==> config.mk <==
export PLATFORM = sky130hd
export DESIGN_NAME = hex_word_tx
export DESIGN_NICKNAME = d
export VERILOG_FILES = /design/src/rtl/hex_word_tx_pkg.sv /design/src/rtl/hex_word_tx.sv
export SDC_FILE = /design/constraint.sdc
export NUM_CORES = 1
export LEC_CHECK = 0
export CORE_MARGIN = 2
export CORE_UTILIZATION = 43
export CTS_CLUSTER_DIAMETER = 200
export DETAILED_ROUTE_END_ITERATION = 6
export PLACE_DENSITY = 0.85
export SLEW_MARGIN = 40
export SYNTH_ARGS = -nofsm -noshare
export SYNTH_HDL_FRONTEND = slang
export SYNTH_SLANG_ARGS = --single-unit
==> constraint.sdc <==
create_clock -name clk -period 1.2 [get_ports clk]
set_clock_uncertainty 0.05 [all_clocks]
set_input_delay 0.12 -clock clk [delete_from_list [all_inputs] [get_ports clk]]
set_output_delay 0.12 -clock clk [all_outputs]
set_load 0.005 [all_outputs]
==> src/rtl/hex_word_tx_pkg.sv <==
`default_nettype none
// ============================================================================
// hex_pkg : ASCII constants, FSM states and nibble-to-ASCII helper for hex_word_tx
// Revision: 1.0
// ============================================================================
package hex_pkg;

  localparam logic [7:0] ASCII_ZERO = 8'h30;
  localparam logic [7:0] ASCII_LC_X = 8'h78;
  localparam logic [7:0] ASCII_CR   = 8'h0D;
  localparam logic [7:0] ASCII_LF   = 8'h0A;

  typedef enum logic [2:0] {
    ST_IDLE = 3'd0,
    ST_PFX0 = 3'd1,
    ST_PFX1 = 3'd2,
    ST_DIG  = 3'd3,
    ST_CR   = 3'd4,
    ST_LF   = 3'd5
  } state_t;

  function automatic logic [7:0] nibble_to_ascii(input logic [3:0] nibble, input logic upper);
    logic [7:0] n8;
    n8 = {4'h0, nibble};
    if (nibble < 4'd10) return ASCII_ZERO + n8;
    else if (upper)     return 8'h37 + n8;   // 'A' - 10
    else                return 8'h57 + n8;   // 'a' - 10
  endfunction

endpackage
`default_nettype wire

==> src/rtl/hex_word_tx.sv <==
`default_nettype none
// ============================================================================
// hex_word_tx : formats binary words as ASCII hex lines on a byte stream
// Revision: 1.0
// ============================================================================
module hex_word_tx
  import hex_pkg::*;
#(
  parameter int WORD_WIDTH = 16,
  parameter int PREFIX     = 0,
  parameter int EOL        = 2,
  parameter int UPPER      = 1
) (
  input  logic                  clk,
  input  logic                  rst,
  input  logic [WORD_WIDTH-1:0] word_data,
  input  logic                  word_valid,
  output logic                  word_ready,
  output logic [7:0]            out_data,
  output logic                  out_valid,
  input  logic                  out_ready,
  output logic                  busy
);

  localparam int DIGITS = WORD_WIDTH / 4;
  localparam int CW     = $clog2(DIGITS + 1);

  state_t                state, state_nx;
  logic [WORD_WIDTH-1:0] shreg;
  logic [CW-1:0]         cnt;
  logic                  accept;
  logic                  xfer;

  assign accept = word_valid && word_ready;
  assign xfer   = out_valid && out_ready;

  always_ff @(posedge clk) begin
    if (!rst) begin
      state <= ST_IDLE;
      shreg <= '0;
      cnt   <= '0;
    end else begin
      state <= state_nx;
      if (accept) begin
        shreg <= word_data;
        cnt   <= CW'(DIGITS);
      end else if (xfer && state == ST_DIG) begin
        shreg <= shreg << 4;
        cnt   <= cnt - 1'b1;
      end
    end
  end

  // Outputs decode from registered state only, so out_valid never sees out_ready.
  always_comb begin
    state_nx   = state;
    word_ready = 1'b0;
    out_valid  = 1'b0;
    out_data   = 8'h00;
    busy       = 1'b1;
    case (state)
      ST_IDLE: begin
        word_ready = 1'b1;
        busy       = 1'b0;
        if (word_valid) state_nx = (PREFIX != 0) ? ST_PFX0 : ST_DIG;
      end
      ST_PFX0: begin
        out_valid = 1'b1;
        out_data  = ASCII_ZERO;
        if (out_ready) state_nx = ST_PFX1;
      end
      ST_PFX1: begin
        out_valid = 1'b1;
        out_data  = ASCII_LC_X;
        if (out_ready) state_nx = ST_DIG;
      end
      ST_DIG: begin
        out_valid = 1'b1;
        out_data  = nibble_to_ascii(shreg[WORD_WIDTH-1 -: 4], UPPER != 0);
        if (out_ready && cnt == CW'(1))
          state_nx = (EOL == 2) ? ST_CR : (EOL == 1) ? ST_LF : ST_IDLE;
      end
      ST_CR: begin
        out_valid = 1'b1;
        out_data  = ASCII_CR;
        if (out_ready) state_nx = ST_LF;
      end
      ST_LF: begin
        out_valid = 1'b1;
        out_data  = ASCII_LF;
        if (out_ready) state_nx = ST_IDLE;
      end
      default: begin
        busy     = 1'b0;
        state_nx = ST_IDLE;
      end
    endcase
  end

endmodule
`default_nettype wire

After elaboration in Yosys (flattened, before gate mapping)

Cells that the tools add are included.

Bits in registers: 22
Output and inout bits: 11
Word-level logic and storage cells: 45

Add/subtract/negate cells: 3
Order comparisons: 1
Equality and inequality tests: 12
Muxes and demuxes: 15
Bitwise logic cells: 1
Reductions and logical operators: 9

Operator list:

| cell                                                               | number |
|---|---|
| 7-bit one-hot mux with 5 select lines                              | 1 |
| 16-bit two-way mux                                                 | 2 |
| 3-bit two-way mux                                                  | 8 |
| 3-bit one-hot mux with 6 select lines                              | 1 |
| 6-bit by 4-bit adder with 7-bit output, first input constant       | 2 |
| 2-bit != test, second input constant                               | 5 |
| 7-bit two-way mux                                                  | 1 |
| 3-bit by 1-bit == test with 1-bit output, second input constant    | 2 |
| 3-bit by 2-bit == test with 1-bit output, second input constant    | 2 |
| 3-bit == test, second input constant                               | 2 |
| 6-bit AND reduction                                                | 1 |
| 5-bit OR reduction                                                 | 1 |
| 1-bit logical AND                                                  | 4 |
| 4-bit less-than comparator, second input constant                  | 1 |
| 3-bit logical NOT                                                  | 1 |
| 3-bit by 1-bit subtractor with 3-bit output, second input constant | 1 |
| 1-bit two-way mux                                                  | 2 |
| 2-bit by 1-bit != test with 1-bit output, second input constant    | 1 |
| 2-bit nonzero test                                                 | 1 |
| 2-bit OR reduction                                                 | 1 |
| 1-bit NOT                                                          | 1 |

Depth between registers and ports, before layout

Gate-level depths: netlist (run 1).

Depth after elaboration: 7
Mapped depth: 6
Depth with buffers taken out: 6

Worst setup path before layout (run 1)

OpenSTA, ideal clock, no wires.

Path type: register to register
Start: register state[2]
End: register shreg[11]
Library setup time: 136 ps
Arrival: 1083 ps
Data required time: 1014 ps
Slack: -70 ps
Cell stages (with the launch flop): 7
Clock period less this slack: 1270 ps
Cell sequence: dfxtp_1 > buf_4 > nor2b_4 > nand3_2 > buf_2 > nand2_1 > a31oi_1

Longest elaborated chain between the ends: 6
Elaborated cells on any way between the ends: 14

RTL lines:

| what                                                                   | line                                 | text |
|---|---|---|
| start: declaration                                                     | hex_word_tx.sv:28                    | `state_t state, state_nx;` |
| start signal: assignment                                               | hex_word_tx.sv:43                    | `state <= state_nx;` |
| 3-bit by 2-bit == test with 1-bit output, or another cell as far along | hex_word_tx.sv:47, hex_word_tx.sv:61 |  |
| 5-bit OR reduction (no line)                                           | -                                    |  |
| 1-bit two-way mux                                                      | hex_word_tx.sv:61                    | `case (state)` |
| 1-bit logical AND                                                      | hex_word_tx.sv:35                    | `assign xfer = out_valid && out_ready;` |
| 1-bit logical AND                                                      | hex_word_tx.sv:47                    | `end else if (xfer && state == ST_DIG) begin` |
| 2-bit nonzero test (no line)                                           | -                                    |  |
| end signal: assignment                                                 | hex_word_tx.sv:45                    | `shreg <= word_data;` |
| end signal: assignment                                                 | hex_word_tx.sv:48                    | `shreg <= shreg << 4;` |
| end: declaration                                                       | hex_word_tx.sv:29                    | `logic [WORD_WIDTH-1:0] shreg;` |

Parallel ways exist; a longest one is shown, timed or not.
A chain may end at the register's enable or synchronous reset.

Worst setup path in the final report (run 1)

Start: register shreg[12]
End: output out_data[1]

Longest elaborated chain between the ends: 3
Elaborated cells on any way between the ends: 5

RTL lines:

| what                                                                 | line                  | text |
|---|---|---|
| 6-bit by 4-bit adder with 7-bit output, or another cell as far along | hex_word_tx_pkg.sv:26 | `else if (upper) return 8'h37 + n8;` |
| 7-bit two-way mux *                                                  | hex_word_tx_pkg.sv:25 | `if (nibble < 4'd10) return ASCII_ZERO + n8;` |
| 7-bit one-hot mux with 5 select lines *                              | hex_word_tx.sv:61     |  |
| end: declaration                                                     | hex_word_tx.sv:19     | `output logic [7:0] out_data,` |

Mark *: on every way between the ends. The rest lies on a longest branch, timed or not.

==> results of run 1 <==
stage by stage:
stage                     hold slack (ns)  instance area (um2)  setup WS, ns
final                               0.276                 2120        -0.388
after floorplan                     0.215                 1270      -0.00275
after global placement              0.405                 1650        -0.475
after global routing                0.312                 2120        -0.498
after detailed placement            0.414                 1650        -0.493
after CTS                           0.286                 1950        -0.383
power by group through the flow:
| stage | combinational, mW | sequential (mW) | clock, mW |
|---|---|---|---|
| 2_1_floorplan | 0.297 | 0.860 | 0 |
| 3_3_place_gp | 0.506 | 0.865 | 0 |
| 3_5_place_dp | 0.517 | 0.869 | 0 |
| 4_1_cts | 0.642 | 0.866 | 0.592 |
| 5_1_grt | 0.821 | 0.889 | 0.624 |
| 6_report | 0.764 | 0.880 | 0.591 |
flip-flops by register name, indices dropped and copies added, names as in the netlist:
register / count
cnt: 3
shreg: 16
state: 3
path summary, 6_finish.rpt:
path / startpoint / endpoint / slack [ns] / cells after the start
min: word_data[3] / shreg[3] / 0.28 / 3
min reg2reg: shreg[0] / shreg[0] / 0.43 / 2
max reg2reg: state[2] / shreg[11] / -0.29 / 6
max: shreg[12] / out_data[1] / -0.39 / 6
layout make-up:
type | instances | area, um2
sequential | 22 | 459
fill | 177 | 618
tap | 31 | 38.8
clock buffer | 3 | 22.5
clock inverter | 1 | 30.0
inverter | 5 | 18.8
multi-input combinational | 125 | 935
timing repair buffer | 65 | 612
what timing repair did:
action	4_1_cts	5_1_grt
endpoints found under the setup margin	31	32
pin swaps	39	23
gates cloned	3	0
hold buffers	0	0
endpoints found under the hold margin	0	0
setup buffers	10	7
gates resized for setup	111	39
Yosys cell counts, types with 2 or more instances:
master / n
nor3_1: 3
dfxtp_1: 22
buf_2: 2
nand2_1: 40
nand3_1: 5
a21boi_0: 6
nand2b_1: 3
xnor2_1: 2
nor2_1: 9
o21ai_0: 20
a31oi_1: 12
buf_4: 3
buf_6: 2
inv_1: 5
a21oi_1: 5
ha_1: 3
clkbuf_1: 4
kinds of logic (layout without fill, tap and decap cells):
kind of cell / count (synthesis) / in the layout / share of synthesized area
AOI/OAI and AO/OA: 48 / 48 / 0.238
buffers and inverters: 19 / 74 / 0.0916
DFF: 22 / 22 / 0.358
xor gates and xnor gates: 3 / 3 / 0.0214
adders and majority gates: 3 / 3 / 0.0306
other: 1 / 1 / 0.00305
and+or+nand+nor: 68 / 70 / 0.257
tightest hold or removal path: cells and delay by family:
family,cells,cell delay (ns)
AO/OA/AOI/OAI,1,0.05
buffers and inverters,1,0.40
AND/OR/NAND/NOR,1,0.06
layer usage:
| metal | global-route usage | wire length, um |
|---|---|---|
| met1 | 0.286 | 1510 |
| met2 | 0.414 | 1950 |
| met3 | 0.0295 | 162 |
| met4 | 0.113 | 119 |
| met5 | 0 | 0 |
==> impl_table.tex, run 1 <==
\begin{tabular}{lr}
\hline
Metric & Value \\
\hline
\multicolumn{2}{l}{\textbf{Floorplan}} \\
\quad Placeable Area & 2730 um2 \\
\quad Total I/O pin count & 31 \\
\quad Starting utilization of the core area & 0.449 \\
\quad Die Ht & 57.5 um \\
\quad Number of cell rows & 19 \\
\quad Total Die Area & 3300 um2 \\
\quad Width of the die & 57.5 um \\
\multicolumn{2}{l}{\textbf{STA}} \\
\quad Peak Freq & 0.630 GHz \\
\quad Setup violation total in the final timing report & 32 \\
\quad Portion of the clock cycle consumed by the worst path in the final layout & 1.32 \\
\quad Hold violation total from the final report & 0 \\
\quad Clock period minus worst slack & 1.59 ns \\
\quad Unrepaired setup endpoints after global routing & yes \\
\quad Sum Neg Setup Slack & -7.29 ns \\
\quad Worst Slack Setup Final & -0.388 ns \\
\quad Final count of pins violating max slew & 0 \\
\multicolumn{2}{l}{\textbf{Synth}} \\
\quad Fraction of post-synthesis cell area in the top cell type by area & 0.358 \\
\quad Number of distinct standard cells referenced by the synthesized netlist & 35 \\
\quad Nets in the synthesized netlist & 187 \\
\quad Top\_reg\_cell synth & dfxtp\_1 \\
\quad Cell area after technology mapping & 1230 um2 \\
\quad Top cell type by total area after synthesis & dfxtp\_1 \\
\quad Mean instance size in the synthesized netlist & 7.49 um2 \\
\quad Instance count of the mapped netlist & 164 \\
\quad Top cells by area in the synthesized netlist & dfxtp\_1 (36\%), nand2\_1 (12\%), o21ai\_0 (8.1\%) \\
\quad Seq/Total Area, Yosys & 0.358 \\
\quad Number of synthesized register bits & 22 \\
\quad Number of warnings printed during yosys synthesis & 0 \\
\quad Post-synth EDFFs & 0 \\
\quad Share of async-settable or async-resettable flops after synthesis & 0 \\
\multicolumn{2}{l}{\textbf{Layout}} \\
\quad Fraction of layout cells with a size suffix above 1 & 0.511 \\
\quad Layout-stage area growth over the synthesis result & 72.2\% \\
\quad Final core utilization & 0.774 \\
\quad Most common cell after layout, fill and taps aside & nand2\_1 \\
\quad Most frequent cells in the layout & nand2\_1 (21), buf\_6 (19), clkdlybuf4s50\_1 (19) \\
\quad Finished Layout Cells & 252 \\
\quad \# nets final & 245 \\
\quad Number of inserted diodes & 0 \\
\multicolumn{2}{l}{\textbf{Pwr}} \\
\quad Power consumption & 2.23 mW \\
\quad Power Dens Cells & 1060 nW/um2 \\
\quad Register share of total power & 0.394 \\
\quad Switching Share & 0.302 \\
\quad Combinational share of power & 0.342 \\
\quad Maximum ir drop on the vdd rail & 811 uV \\
\quad Internal portion of total power & 1.56 mW \\
\quad Clock share of power & 0.264 \\
\quad Net Sw Power & 0.675 mW \\
\quad Pleak & 0.826 nW \\
\multicolumn{2}{l}{\textbf{Placed design}} \\
\quad Count of input and output buffers & 29 \\
\quad Final estimated routing congestion in global placement & 0.772 \\
\quad Cell total after placement & 231 \\
\quad HPWL Detailed & 1.88 mm \\
\multicolumn{2}{l}{\textbf{GRT}} \\
\quad Number of global-route vias before repair & 1,285 \\
\quad Largest net degree at the start of global routing & 22 \\
\quad Wire length of the first global-routing pass & 6.08 mm \\
\quad Global routing usage summed across all routing layers & 0.237 \\
\quad Number of antenna violations at the first check in global routing & 0 \\
\quad Global route overflow & 0 \\
\multicolumn{2}{l}{\textbf{Run}} \\
\quad Maxcap violations & 0 \\
\multicolumn{2}{l}{\textbf{Worst setup path}} \\
\quad Crit-path cells & inv\_2, ha\_4, a21oi\_2, nand2\_2, a21boi\_2, buf\_2 \\
\quad Gate family responsible for the most delay along the worst path & flip-flops \\
\quad Buf/Inv on CP & 2 \\
\quad Kind of end point of the critical path & output port \\
\quad Arrival time reported for the critical path endpoint & 1.42 ns \\
\quad Worst path max stage delay & 0.36 ns \\
\quad Type of the worst setup path & flip-flop to output port \\
\quad Max FO, Critical Path & 2 \\
\quad Slowest-stage cell, CP & dfxtp\_2 \\
\quad WP data required & 1.03 ns \\
\quad Launching element type of the critical path & flip-flop \\
\multicolumn{2}{l}{\textbf{Status}} \\
\quad Status & finished, violations left \\
\quad Violated checks & negative setup slack \\
\multicolumn{2}{l}{\textbf{CTS}} \\
\quad Clock tree from TritonCTS & yes \\
\quad Num CTS Buffers & 3 \\
\quad Root cell of the clock tree & clkbuf\_4 \\
\quad Number of levels the H-tree was split into & 1 \\
\quad Sinks on the clock net & 22 \\
\quad Maximum count of clock buffers along a single path & 2 \\
\quad Clk\_lat worst skew & 0.32 ns \\
\quad CTS clk-pin slew, worst paths & 0.13 ns \\
\multicolumn{2}{l}{\textbf{Routing}} \\
\quad Wire length per cell & 14.9 um \\
\quad Final wirelength & 3.75 mm \\
\quad Number of DRC markers after the initial detailed-route iteration & 94 \\
\quad Number of vias after detailed routing & 1,389 \\
\quad DRC Markers & 0 \\
\quad Number of iterations in the first detailed-routing pass & 4 \\
\quad Via density per instance & 5.51 \\
\quad DRT antenna net count & 0 \\
\multicolumn{2}{l}{\textbf{Min path}} \\
\quad Path class of the lowest-slack min-delay path & input port to flip-flop \\
\hline
\end{tabular}
No activity file was read; power rests on OpenSTA's default activity.
==> run 2: changes to the inputs <==
--- a/config.mk
+++ b/config.mk
@@ -7,7 +7,7 @@
 export LEC_CHECK = 0
 export CORE_MARGIN = 2
 export CORE_UTILIZATION = 43
-export CTS_CLUSTER_DIAMETER = 200
+export CTS_CLUSTER_DIAMETER = 30
 export DETAILED_ROUTE_END_ITERATION = 6
 export PLACE_DENSITY = 0.85
 export SLEW_MARGIN = 40
==> results of run 2 <==
No change in the layout: final DEF, timing and power equal those of run 1.
==> run 3: changes to the inputs <==
--- a/config.mk
+++ b/config.mk
@@ -5,12 +5,12 @@
 export SDC_FILE = /design/constraint.sdc
 export NUM_CORES = 1
 export LEC_CHECK = 0
-export CORE_MARGIN = 2
 export CORE_UTILIZATION = 43
 export CTS_CLUSTER_DIAMETER = 30
 export DETAILED_ROUTE_END_ITERATION = 6
 export PLACE_DENSITY = 0.85
-export SLEW_MARGIN = 40
+export RECOVER_POWER = 50
+export SLEW_MARGIN = 15
 export SYNTH_ARGS = -nofsm -noshare
 export SYNTH_HDL_FRONTEND = slang
 export SYNTH_SLANG_ARGS = --single-unit
==> impl_table.tex, run 3 (synthesized netlist as in run 1, its figures left out) <==
\begin{tabular}{lr}
\hline
Metric & Value \\
\hline
\multicolumn{2}{l}{\textbf{GRT}} \\
\quad Wire length of the first global-routing pass & 6.84 mm (+12\%) \\
\quad Global route overflow & 0 (unchanged) \\
\quad Global routing usage summed across all routing layers & 0.279 (+0.0421) \\
\quad Largest net degree at the start of global routing & 15 (-32\%) \\
\quad Number of global-route vias before repair & 1,495 (+16\%) \\
\quad Number of antenna violations at the first check in global routing & 0 (unchanged) \\
\multicolumn{2}{l}{\textbf{Layout}} \\
\quad Most common cell after layout, fill and taps aside & buf\_4 \\
\quad Largest regs & shreg: 16 flops, cnt: 3 flops, state: 3 flops \\
\quad Number of inserted diodes & 0 (unchanged) \\
\quad Area of the multi-input gates & 1170 um2 (+25\%) \\
\quad \# nets final & 257 (+4.9\%) \\
\quad Fraction of layout cells with a size suffix above 1 & 0.627 (+0.115) \\
\quad Most frequent cells in the layout & buf\_4 (22), clkdlybuf4s50\_1 (19), nand2\_1 (18), buf\_6 (18), dfxtp\_1 (15) \\
\quad Number of flip-flops under the largest register name & 16 (unchanged) \\
\quad Register area & 457 um2 (-0.54\%) \\
\quad Biggest register & shreg \\
\quad Layout fillers & 102 (-42\%) \\
\quad Cell area after layout & 2540 um2 (+20\%) \\
\quad Finished Layout Cells & 264 (+4.8\%) \\
\quad Layout-stage area growth over the synthesis result & 107\% \\
\multicolumn{2}{l}{\textbf{CTS}} \\
\quad Sinks on the clock net & 22 (unchanged) \\
\quad Num CTS Buffers & 3 (unchanged) \\
\quad Maximum count of clock buffers along a single path & 2 (unchanged) \\
\quad Root cell of the clock tree & clkbuf\_4 \\
\quad Number of levels the H-tree was split into & 1 (unchanged) \\
\quad Clock tree from TritonCTS & yes \\
\quad Clk\_lat worst skew & 0.33 ns (about the same) \\
\quad Total of hold buffers inserted after clock tree synthesis & 0 (unchanged) \\
\quad CTS clk-pin slew, worst paths & 0.14 ns (about the same) \\
\multicolumn{2}{l}{\textbf{Routing}} \\
\quad DRT antenna net count & 0 (unchanged) \\
\quad Wire length per cell & 22.5 um (+52\%) \\
\quad Number of DRC markers after the initial detailed-route iteration & 54 (-43\%) \\
\quad Number of iterations in the first detailed-routing pass & 4 (unchanged) \\
\quad Via density per instance & 5.96 (+8.2\%) \\
\quad DRC Markers & 0 (unchanged) \\
\quad Number of vias after detailed routing & 1,574 (+13\%) \\
\quad Final wirelength & 5.94 mm (+59\%) \\
\multicolumn{2}{l}{\textbf{Floorplan}} \\
\quad Starting utilization of the core area & 0.449 (unchanged) \\
\quad Width of the die & 55.5 um (-3.5\%) \\
\quad Placeable Area & 2730 um2 (unchanged) \\
\quad Total I/O pin count & 31 (unchanged) \\
\quad Total Die Area & 3080 um2 (-6.8\%) \\
\quad Die Ht & 55.5 um (-3.5\%) \\
\quad Number of cell rows & 19 (unchanged) \\
\multicolumn{2}{l}{\textbf{STA}} \\
\quad Worst Slack Setup Final & -0.488 ns (-0.100 ns) \\
\quad Unrepaired setup endpoints after global routing & yes \\
\quad Setup violation total in the final timing report & 32 (unchanged) \\
\quad Sum Neg Setup Slack & -9.45 ns (-2.16 ns) \\
\quad Clock period minus worst slack & 1.69 ns (+0.100 ns) \\
\quad Portion of the clock cycle consumed by the worst path in the final layout & 1.41 (+0.0835) \\
\quad Peak Freq & 0.592 GHz (-5.9\%) \\
\quad Hold violation total from the final report & 0 (unchanged) \\
\quad Final count of pins violating max slew & 0 (unchanged) \\
\multicolumn{2}{l}{\textbf{Placed design}} \\
\quad HPWL Detailed & 1.91 mm (+1.5\%) \\
\quad Count of input and output buffers & 29 (unchanged) \\
\quad Final estimated routing congestion in global placement & 0.840 (+8.9\%) \\
\quad Post-place instance area & 1670 um2 (+1.2\%) \\
\quad Cell total after placement & 232 (+0.43\%) \\
\multicolumn{2}{l}{\textbf{Pwr}} \\
\quad Pleak & 1.04 nW (+26\%) \\
\quad Power consumption & 2.58 mW (+16\%) \\
\quad Maximum ir drop on the vdd rail & 962 uV (+19\%) \\
\quad Power Dens Cells & 1020 nW/um2 (-3.5\%) \\
\multicolumn{2}{l}{\textbf{Worst setup path}} \\
\quad Kind of end point of the critical path & output port \\
\quad Worst path max stage delay & 0.36 ns (about the same) \\
\quad Crit-path cells & buf\_6, buf\_4, a21oi\_1, a21oi\_2, nand2\_1, a21boi\_1, buf\_2 \\
\quad Max FO, Critical Path & 3 (+1) \\
\quad Launching element type of the critical path & flip-flop \\
\quad Arrival time reported for the critical path endpoint & 1.52 ns (+0.10 ns) \\
\quad Type of the worst setup path & flip-flop to output port \\
\quad Slowest-stage cell, CP & dfxtp\_2 \\
\quad WP data required & 1.03 ns (about the same) \\
\multicolumn{2}{l}{\textbf{Status}} \\
\quad Violated checks & negative setup slack \\
\quad Status & finished, violations left \\
\multicolumn{2}{l}{\textbf{Run}} \\
\quad Maxcap violations & 0 (unchanged) \\
\multicolumn{2}{l}{\textbf{Min path}} \\
\quad Path class of the lowest-slack min-delay path & input port to flip-flop \\
\hline
\end{tabular}
## run 3: cell count changes in the layout (fill, tap and decap cells not counted), moves of 5 or more
| cell | previous run | this run |
|---|---|---|
| a31oi_1 | 11 | 4 |
| a31oi_4 | 1 | 8 |
| buf_4 | 15 | 22 |
| nand2_4 | 4 | 11 |
| nand2_2 | 16 | 11 |
## run 3: report_power, final
part	internal [mW]	total [mW]	switching, mW
Combinational	0.580	1.10	0.519
Clock	0.339	0.598	0.259
Sequential	0.801	0.888	0.0862
Total	1.72	2.58	0.864
## run 3: per-stage QoR
stage,setup slack (ns),hold WS (ns),utilization
2_1_floorplan,-0.00275,0.215,-
3_3_place_gp,-0.478,0.405,0.612
3_5_place_dp,-0.524,0.411,0.612
4_1_cts,-0.522,0.284,0.749
5_1_grt,-0.520,0.313,0.928
6_report,-0.488,0.268,0.928
## run 3: worst max-delay path: cells and delay by family (launching register included)
kind / cells / cell delay [ns]
AND/OR/NAND/NOR: 1 / 0.08
AO/OA/AOI/OAI: 3 / 0.36
flip-flops: 1 / 0.36
buffers and inverters: 3 / 0.38
## run 3: what timing repair did
action,in CTS,in global routing
endpoints found under the setup margin,31,32
cloned,5,1
gates resized for setup,93,93
setup buffers,10,15
pin swaps,41,26
## run 3: worst paths after layout
path / from / to / slack, ns / cells past startpoint
min: word_data[3] / shreg[3] / 0.27 / 3
min reg2reg: shreg[10] / shreg[14] / 0.46 / 2
max reg2reg: state[1] / shreg[9] / -0.37 / 7
max: shreg[13] / out_data[1] / -0.49 / 7
## run 3: layout make-up
class                           count  share of cell area
Multi-Input combinational cell    125               0.462
Timing Repair Buffer               77               0.315
Sequential cell                    22               0.180
Tap cell                           31              0.0153
Clock inverter                      1              0.0118
Clock buffer                        3             0.00888
Inverter                            5             0.00740
## run 3: layer usage
metal / up-vias / GRT usage / wire [um]
met5: - / 0 / 0
met4: 0 / 0.146 / 251
met3: 26 / 0.0328 / 303
met2: 71 / 0.515 / 3100
met1: 777 / 0.310 / 2290
li1: 700 / - / -
